**config.mk**
```make
export PLATFORM = sky130hd
export DESIGN_NAME = fifo_write_controller
export DESIGN_NICKNAME = d
export VERILOG_FILES = /design/src/rtl/fifo_cdc_pkg.sv /design/src/rtl/gray_ptr_synchronizer.sv /design/src/rtl/fifo_write_controller.sv
export SDC_FILE = /design/constraint.sdc
export NUM_CORES = 1
export LEC_CHECK = 0
export ABC_AREA = 1
export CORE_ASPECT_RATIO = 1.25
export CORE_MARGIN = 8
export CORE_UTILIZATION = 30
export CTS_CLUSTER_DIAMETER = 40
export CTS_CLUSTER_SIZE = 12
export DETAILED_ROUTE_END_ITERATION = 16
export GPL_TIMING_DRIVEN = 0
export PLACE_DENSITY = 0.65
export SYNTH_ARGS = -nofsm -noshare
export SYNTH_HDL_FRONTEND = slang
export SYNTH_SLANG_ARGS = --single-unit
```
**constraint.sdc**
```tcl
create_clock -name w_clk -period 2 [get_ports w_clk]
set_input_delay 0.5 -clock w_clk [delete_from_list [all_inputs] [get_ports w_clk]]
set_output_delay 0.5 -clock w_clk [all_outputs]
set_load 0.01 [all_outputs]
```
**src/rtl/fifo_cdc_pkg.sv**
```systemverilog
// fifo_cdc_pkg: sizing and Gray-code helpers shared by the write- and read-side FIFO controllers
package fifo_cdc_pkg;

    // Gray helpers work on zero-extended values up to this width, so any pointer width up to it is served
    localparam int GRAY_MAX_W = 32;

    function automatic int clog2_safe(input int n);
        return (n < 2) ? 1 : $clog2(n);
    endfunction

    function automatic int ptr_width(input int depth);
        return clog2_safe(depth) + 1;
    endfunction

    function automatic logic [GRAY_MAX_W-1:0] bin2gray(input logic [GRAY_MAX_W-1:0] b);
        return b ^ (b >> 1);
    endfunction

    function automatic logic [GRAY_MAX_W-1:0] gray2bin(input logic [GRAY_MAX_W-1:0] g);
        logic [GRAY_MAX_W-1:0] b;
        b[GRAY_MAX_W-1] = g[GRAY_MAX_W-1];
        for (int i = GRAY_MAX_W - 2; i >= 0; i--) b[i] = b[i+1] ^ g[i];
        return b;
    endfunction

endpackage

```
**src/rtl/gray_ptr_synchronizer.sv**
```systemverilog
// gray_ptr_synchronizer: multi-stage flop chain bringing a Gray pointer into the local clock domain
module gray_ptr_synchronizer #(
    parameter int WIDTH  = 4,
    parameter int STAGES = 2
) (
    input  logic             clk,
    input  logic             rst_n,
    input  logic [WIDTH-1:0] d,
    output logic [WIDTH-1:0] q
);

    logic [WIDTH-1:0] chain [STAGES];

    // shift the foreign pointer through the chain, cleared asynchronously
    always_ff @(posedge clk or negedge rst_n) begin
        if (!rst_n) begin
            for (int i = 0; i < STAGES; i++) chain[i] <= '0;
        end else begin
            chain[0] <= d;
            for (int i = 1; i < STAGES; i++) chain[i] <= chain[i-1];
        end
    end

    assign q = chain[STAGES-1];

endmodule

```
**src/rtl/fifo_write_controller.sv**
```systemverilog
// fifo_write_controller: write-domain pointer, memory strobe and full/level/overflow flags for the dual-clock FIFO
module fifo_write_controller
    import fifo_cdc_pkg::*;
#(
    parameter int NUM_ADDRESS        = 8,
    parameter int ALMOST_FULL_THRESH = NUM_ADDRESS - 2,
    parameter int SYNC_STAGES        = 2,
    localparam int ADDR_W            = clog2_safe(NUM_ADDRESS),
    localparam int PTR_W             = ptr_width(NUM_ADDRESS)
) (
    input  logic              w_clk,
    input  logic              reset,
    input  logic              push_valid,
    output logic              push_ready,
    input  logic [PTR_W-1:0]  read_ptr_gray,
    input  logic              clear_overflow,
    output logic              write_enable,
    output logic [ADDR_W-1:0] write_address,
    output logic [PTR_W-1:0]  write_ptr_gray,
    output logic              full,
    output logic              almost_full,
    output logic [PTR_W-1:0]  fill_level,
    output logic              overflow
);

    // Gray full pattern: the top two bits differ from the read pointer, also valid when ADDR_W is 1
    localparam logic [PTR_W-1:0] FULL_MASK = PTR_W'(3) << (PTR_W - 2);
    localparam logic [PTR_W-1:0] AF_THRESH = PTR_W'(ALMOST_FULL_THRESH);

    logic [PTR_W-1:0] wbin, wbin_next, wgray_next, rq_sync, rbin_sync, level_next;

    gray_ptr_synchronizer #(.WIDTH(PTR_W), .STAGES(SYNC_STAGES)) u_rptr_sync (
        .clk   (w_clk),
        .rst_n (reset),
        .d     (read_ptr_gray),
        .q     (rq_sync)
    );

    assign push_ready    = !full;
    assign write_enable  = push_valid && !full;
    assign write_address = wbin[ADDR_W-1:0];
    assign wbin_next     = wbin + PTR_W'(write_enable);
    assign wgray_next    = PTR_W'(bin2gray(GRAY_MAX_W'(wbin_next)));
    assign rbin_sync     = PTR_W'(gray2bin(GRAY_MAX_W'(rq_sync)));
    assign level_next    = wbin_next - rbin_sync;

    // flags look at the post-push pointer so a write is reflected at the same edge
    always_ff @(posedge w_clk or negedge reset) begin
        if (!reset) begin
            wbin           <= '0;
            write_ptr_gray <= '0;
            full           <= 1'b0;
            almost_full    <= 1'b0;
            fill_level     <= '0;
            overflow       <= 1'b0;
        end else begin
            wbin           <= wbin_next;
            write_ptr_gray <= wgray_next;
            full           <= wgray_next == (rq_sync ^ FULL_MASK);
            almost_full    <= level_next >= AF_THRESH;
            fill_level     <= level_next;
            overflow       <= (push_valid && full) || (overflow && !clear_overflow);
        end
    end

endmodule

```
==> metrics.csv, run 1 <==
metric;value;unit
DP Cell Count;153;
pin count of the biggest net entering global routing;23;
post-synth top area cell;dfrtp_1;
Primary FF master, synth;dfrtp_1;
FF+latch count, synth;22;
Port Buf Inserts;23;
hold_buf cts;0;
Yosys cell types;16;
Slew @ Worst Pin;964.0;ps
Worst Clk Skew;2.382;ps
Setup TNS;0;ps
DIE AREA;5222;sq um
Cell Area, Synth;947.2;sq um
combinational group share of total power;0.602;
Peak VDD IR;0.0009094;V
total track usage;0.08757;
initial drt markers;45;
FFs w/ async S/R, synth;1.000;
final setup fails;0;
slowest CP cell;fa_2;
hold path depth;0;
first-pass GRT wire length;3505;um
FP Rows;23;
Via Count;735;
layout cells sized above 1;0.2615;
Worst R2R Path Depth;8;
clock sink count;22;
P_int;1.576;mW
clock power share;0.124;
cell count after synthesis;93;
DP Wirelength;1365;um
first-pass iteration count of the detailed router;4;
max_cap viols;0;
Highest Clock Rate;502.9;MHz
total grt overflow;0;
sequential area share after synthesis;0.5812;
Switching Share;0.3774;
Finished Layout Cells;167;
placed inst area;1256;sq um
finished layout cell area;1440;sq um
CP max FO;3;
DIE WIDTH;66.26;um
YS warnings;0;
clk buf depth;2;
Vias/cell;4.401;
vias in the first global route;789;
startpoint type of the worst setup path;flop;
Leak Pwr;0.6935;nW
Tot Pwr;2.531;mW
Crit. End Element;flop;
WL/cell;12.25;um
largest cells by area after synthesis;dfrtp_1 58%, nand2_1 8.7%, nand3_1 7.4%;
Hold Violations, Final;0;
power density cells;1758;nW/um^2
Slew HR;0.3553;
number of flops mapped to enable cells by yosys;0;
worst-path cell chain;xnor2_2 -> xor2_2 -> xor2_1 -> ha_2 -> fa_2 -> inv_2 -> nand2_2 -> nand3_2;
syn avg cell area;10.18;sq um
Final Cycle Share;0.9942;
final hold slack;352.5;ps
Worst EP arrival;2140;ps
clk slew on worst S/H paths;70;ps
Skew-Pair Late Insertion Delay;260;ps
Chip Height;78.82;um
Hold Crit Class;flop to flop;
CTS tree;yes;
Antenna Nets Post-Route;0;
total CTS buffers;3;
ANT cells;0;
H-tree level count;1;
Slew Limit Fails;0;
core box area;3108;sq um
min cycle time layout;1988;ps
nets@finish;145;
Routed Wire Length;2046;um
Layout area overhead;52.05;%
CP max stage delay;540;ps
switching pwr;0.9553;mW
CTS Root Cell;clkbuf_8;
Setup Crit Path Kind;flop to flop;
status;completed;
syn_nets;107;
top cell type's share of synthesized area;0.5812;
Seq pwr share;0.274;
initial antenna violation count;0;
DRC viols;0;
IO Pins;24;
RSZ-0062 raised after global routing;yes;
Initial Util;0.3048;
Worst Path Required;2150;ps
GP Congestion;0.8397;
Synth top cells by count;22 x dfrtp_1, 22 x nand2_1, 17 x inv_1;
-- power groups by stage --
| stage | clock network [mW] | registers [mW] | logic (mW) |
|---|---|---|---|
| after floorplan | 0 | 0.766 | 0.644 |
| after global placement | 0 | 0.697 | 1.16 |
| after detailed placement | 0 | 0.698 | 1.18 |
| after CTS | 0.329 | 0.694 | 1.36 |
| after global routing | 0.352 | 0.713 | 1.72 |
| final | 0.314 | 0.693 | 1.52 |
-- worst paths after layout --
check,endpoint,slack (ps),startpoint
max in group asynchronous,u_rptr_sync.chain[5],650,reset
min in group asynchronous,fill_level[1],770,reset
worst min-delay path,u_rptr_sync.q[3],350,u_rptr_sync.chain[7]
worst max register to register,almost_full,10,u_rptr_sync.q[3]
worst min register to register,u_rptr_sync.q[3],350,u_rptr_sync.chain[7]
worst max-delay path,almost_full,10,u_rptr_sync.q[3]
-- final cells by class --
type | instances | area [sq um]
fillers | 294 | 1668
flip-flops and latches | 22 | 550.5
multi-input cells | 54 | 421.7
repair buffers | 33 | 302.8
inverters | 17 | 63.81
clock buffers | 4 | 55.05
well taps | 37 | 46.29
-- per-layer routing --
layer / vias to the layer above / wire (um) / global-route usage
li1: 364 / - / -
met1: 337 / 762 / 0.09014
met2: 27 / 1038 / 0.1471
met3: 7 / 183 / 0.03235
met4: 0 / 61 / 0.05139
met5: - / 0 / 0
-- cells by family after synthesis --
kind of cell	after synthesis	share of synthesized area
DFF	22	0.5812
and+or+nand+nor	40	0.1823
adders and majority gates	6	0.08719
xor gates and xnor gates	5	0.06210
AOI/OAI and AO/OA	3	0.01982
buffers and inverters	17	0.06737
-- cells in the final DEF (no fill, tap or decap) --
cell type / count
nand3_2: 1
nand4_1: 1
o22ai_1: 1
ha_4: 4
o21bai_1: 1
clkbuf_8: 4
inv_2: 3
a21oi_2: 1
xnor2_2: 2
nand2_2: 5
nor2_4: 1
fa_2: 1
nand2_1: 18
inv_1: 14
xor2_1: 2
buf_4: 10
dlygate4sd2_1: 2
clkdlybuf4s50_1: 21
xor2_2: 1
ha_2: 1
dfrtp_1: 22
nand3_1: 13
nor2_1: 1
-- metrics by stage --
step | setup WS (ps) | util
finish | 11.53 | 0.4634
detailed placement | -573.7 | 0.4042
CTS | 6.307 | 0.4473
global route | -108.3 | 0.4634
floorplan | 16.89 | -
global placement | -516.3 | 0.4042
-- state kept, by name (all words and copies together) (netlist names) --
| name | count |
|---|---|
| write_ptr_gray | 3 |
| u_rptr_sync.q | 4 |
| wbin | 4 |
| full | 1 |
| u_rptr_sync.chain | 4 |
| fill_level | 4 |
| overflow | 1 |
| almost_full | 1 |
-- critical path, delay by kind of cell (launching register included) --
family | cells | cell delay, ps
buffers and inverters | 1 | 40
flip-flops | 1 | 420
XOR/XNOR | 3 | 560
AND/OR/NAND/NOR | 2 | 110
adder cells (fa/ha/maj) | 2 | 750
-- timing repair --
action,4_1_cts,5_1_grt
resized for setup,10,6
setup buffers,6,4
endpoints found under the setup margin,5,2
pin swaps,8,9
(Power assumes the default switching activity.)
==> run 2: changes to the inputs <==
ABC_AREA = unset   (was 1)
GPL_TIMING_DRIVEN = unset   (was 0)
PLACE_DENSITY = 0.66   (was 0.65)
==> metrics.csv, run 2 <==
metric;value;unit;change
Initial Util;0.3139;;was 0.3048
WL/cell;11.51;um;was 12.25 um
DIE AREA;5126;sq um;was 5222 sq um
nets@finish;128;;was 145
startpoint type of the worst setup path;flop;;unchanged
power density cells;1838;nW/um^2;was 1758 nW/um^2
CTS tree;yes;;unchanged
reg2reg end;almost_full;;unchanged
RSZ-0062 raised after global routing;yes;;unchanged
Yosys cell types;22;;was 16
total grt overflow;0;;unchanged
final setup fails;2;;was 0
Peak VDD IR;0.0009016;V;was 0.0009094 V
H-tree level count;1;;unchanged
Vias/cell;4.324;;was 4.401
hold path depth;0;;unchanged
Port Buf Inserts;23;;unchanged
YS warnings;0;;unchanged
Setup Crit Path Kind;flop to flop;;unchanged
status;complete, but fails checks;;was completed
clk slew on worst S/H paths;110;ps;was 70 ps
Primary FF master, synth;dfrtp_1;;unchanged
Worst R2R Path Depth;9;;was 8
number of flops mapped to enable cells by yosys;0;;unchanged
initial antenna violation count;0;;unchanged
HP Start;u_rptr_sync.chain[6];;was u_rptr_sync.chain[7]
first-pass GRT wire length;2932;um;was 3505 um
total CTS buffers;3;;unchanged
Leak Pwr;0.6285;nW;was 0.6935 nW
IO Pins;24;;unchanged
Worst Path Required;2180;ps;was 2150 ps
Final Cycle Share;1.112;;was 0.9942
cell count after synthesis;69;;was 93
Setup TNS;-232.3;ps;was 0 ps
Hold Crit Class;flop to flop;;unchanged
FF+latch count, synth;22;;unchanged
Slew Limit Fails;0;;unchanged
hold_buf cts;0;;unchanged
initial drt markers;16;;was 45
FP Rows;22;;was 23
Layout area overhead;51.29;%;was 52.05%
min cycle time layout;2225;ps;was 1988 ps
worst r2r src;u_rptr_sync.q[2];;was u_rptr_sync.q[3]
sequential area share after synthesis;0.5954;;was 0.5812
Slew HR;0.8104;;was 0.3553
clk buf depth;2;;unchanged
max_cap viols;0;;unchanged
syn_nets;83;;was 107
Via Count;640;;was 735
Antenna Nets Post-Route;0;;unchanged
ANT cells;0;;unchanged
pin count of the biggest net entering global routing;23;;unchanged
Hold Violations, Final;0;;unchanged
Crit. End Element;flop;;unchanged
Synth top cells by count;22 x dfrtp_1, 10 x xnor2_1, 9 x inv_1;;was 22 x dfrtp_1, 22 x nand2_1, 17 x inv_1
Routed Wire Length;1703;um;was 2046 um
clock sink count;22;;unchanged
DP Wirelength;1395;um;was 1365 um
largest cells by area after synthesis;dfrtp_1 60%, xnor2_1 9.5%, ha_1 6.8%;;was dfrtp_1 58%, nand2_1 8.7%, nand3_1 7.4%
flop-to-flop setup slack;-220;ps;was 10 ps
top cell type's share of synthesized area;0.5954;;was 0.5812
top-count cell post-synth;dfrtp_1;;
first-pass iteration count of the detailed router;3;;was 4
vias in the first global route;719;;was 789
Chip Height;78.07;um;was 78.82 um
failing checks;setup timing;;
syn avg cell area;13.40;sq um;was 10.18 sq um
DRC viols;0;;unchanged
met3 global-route usage;0.02983;;was 0.03235
GP Congestion;0.7469;;was 0.8397
Skew-Pair Late Insertion Delay;290;ps;was 260 ps
Cell Area, Synth;924.6;sq um;was 947.2 sq um
CTS Root Cell;clkbuf_4;;was clkbuf_8
Worst EP arrival;2410;ps;was 2140 ps
Highest Clock Rate;449.5;MHz;was 502.9 MHz
post-synth top area cell;dfrtp_1;;unchanged
fillers;259;;was 294
final worst slack;-224.9;ps;was 11.53 ps
Slew @ Worst Pin;282.4;ps;was 964.0 ps
most frequent cells in the layout;22 x dfrtp_1, 22 x clkdlybuf4s50_1, 17 x buf_4;;was 22 x dfrtp_1, 21 x clkdlybuf4s50_1, 18 x nand2_1
layout cells sized above 1;0.2589;;was 0.2615
core box area;2945;sq um;was 3108 sq um
CP max FO;2;;was 3
Worst Clk Skew;2.970;ps;was 2.382 ps
gr busiest metal;met2;;unchanged
DIE WIDTH;65.66;um;was 66.26 um
GRT met2 Usage;0.1281;;was 0.1471
Worst Hold Path EP;u_rptr_sync.q[2];;was u_rptr_sync.q[3]
FFs w/ async S/R, synth;1.000;;unchanged
total track usage;0.07197;;was 0.08757
Tot Pwr;2.570;mW;was 2.531 mW
GR Util met1;0.06775;;was 0.09014
run 2: cell types whose count changed in the layout (fill, tap and decap cells not counted), sizes merged, moves of 2 or more:
cell	before	now
xor2	3	6
nand3	14	2
inv	17	9
nor2	2	0
buf	10	17
a211oi	0	2
nand2	23	1
xnor2	2	10
run 2: per-stage QoR:
| stage | utilization | cell area [sq um] | hold slack (ps) | setup slack (ps) | instances |
|---|---|---|---|---|---|
| 2_1_floorplan | - | 959.7 | 204.4 | -180.7 | 69 |
| 3_3_place_gp | 0.4601 | 1355 | 335.1 | -597.0 | 144 |
| 3_5_place_dp | 0.4601 | 1355 | 344.3 | -669.4 | 144 |
| 4_1_cts | 0.4698 | 1384 | 369.8 | -285.7 | 147 |
| 5_1_grt | 0.4749 | 1399 | 379.3 | -379.4 | 148 |
| 6_report | 0.4749 | 1399 | 366.2 | -224.9 | 148 |
run 2: power by group:
| group | switching (mW) | internal, mW | total (mW) |
|---|---|---|---|
| Clock | 0.118 | 0.0701 | 0.188 |
| Sequential | 0.0949 | 0.614 | 0.709 |
| Combinational | 0.704 | 0.970 | 1.67 |
run 2: logic make-up (layout without fill, tap and decap cells):
kind of cell | Yosys count | after routing | synth area share
DFF | 22 | 22 | 0.5954
xor gates and xnor gates | 16 | 16 | 0.1597
AOI/OAI and AO/OA | 9 | 9 | 0.07308
buffers and inverters | 9 | 52 | 0.03653
adders and majority gates | 6 | 6 | 0.08931
and+or+nand+nor | 6 | 6 | 0.03519
muxes | 1 | 1 | 0.01083
run 2: how the worst max path moves through the flow:
stage	depth (start not counted)	slack (ps)	start	end
2_1_floorplan	9	-180	push_valid	almost_full
3_3_place_gp	10	-600	push_valid	almost_full
3_5_place_dp	10	-670	push_valid	almost_full
4_1_cts	9	-290	u_rptr_sync.q[3]	almost_full
5_1_grt	9	-380	u_rptr_sync.q[2]	almost_full
6_report	9	-220	u_rptr_sync.q[2]	almost_full
run 2: per-layer routing:
layer / share of wire / wire (um)
met3: 0.059 / 100
met1: 0.39 / 671
met4: 0.0076 / 13
met2: 0.54 / 918
met5: 0 / 0
run 2: timing repair:
action,4_1_cts,5_1_grt
resized for setup,2,1
cloned,0,0
endpoints found under the setup margin,5,3
pin swaps,2,6
setup buffers,0,1
run 2: cell type report:
type	instances	area (sq um)	share of cell area
clock buffer	3	22.52	0.01610
inverter	9	33.78	0.02415
multi-input combinational	38	390.4	0.2791
sequential	22	550.5	0.3936
tap	36	45.04	0.03220
timing repair buffer	40	356.6	0.2549
run 2: worst max-delay path, stage by stage, from the launching register on:
cell	delay [ps]
dfrtp_1	430
xnor2_2	240
xor2_2	200
xnor2_1	110
ha_2	200
fa_1	500
inv_1	60
and3_1	130
a31oi_1	130
o211ai_1	100
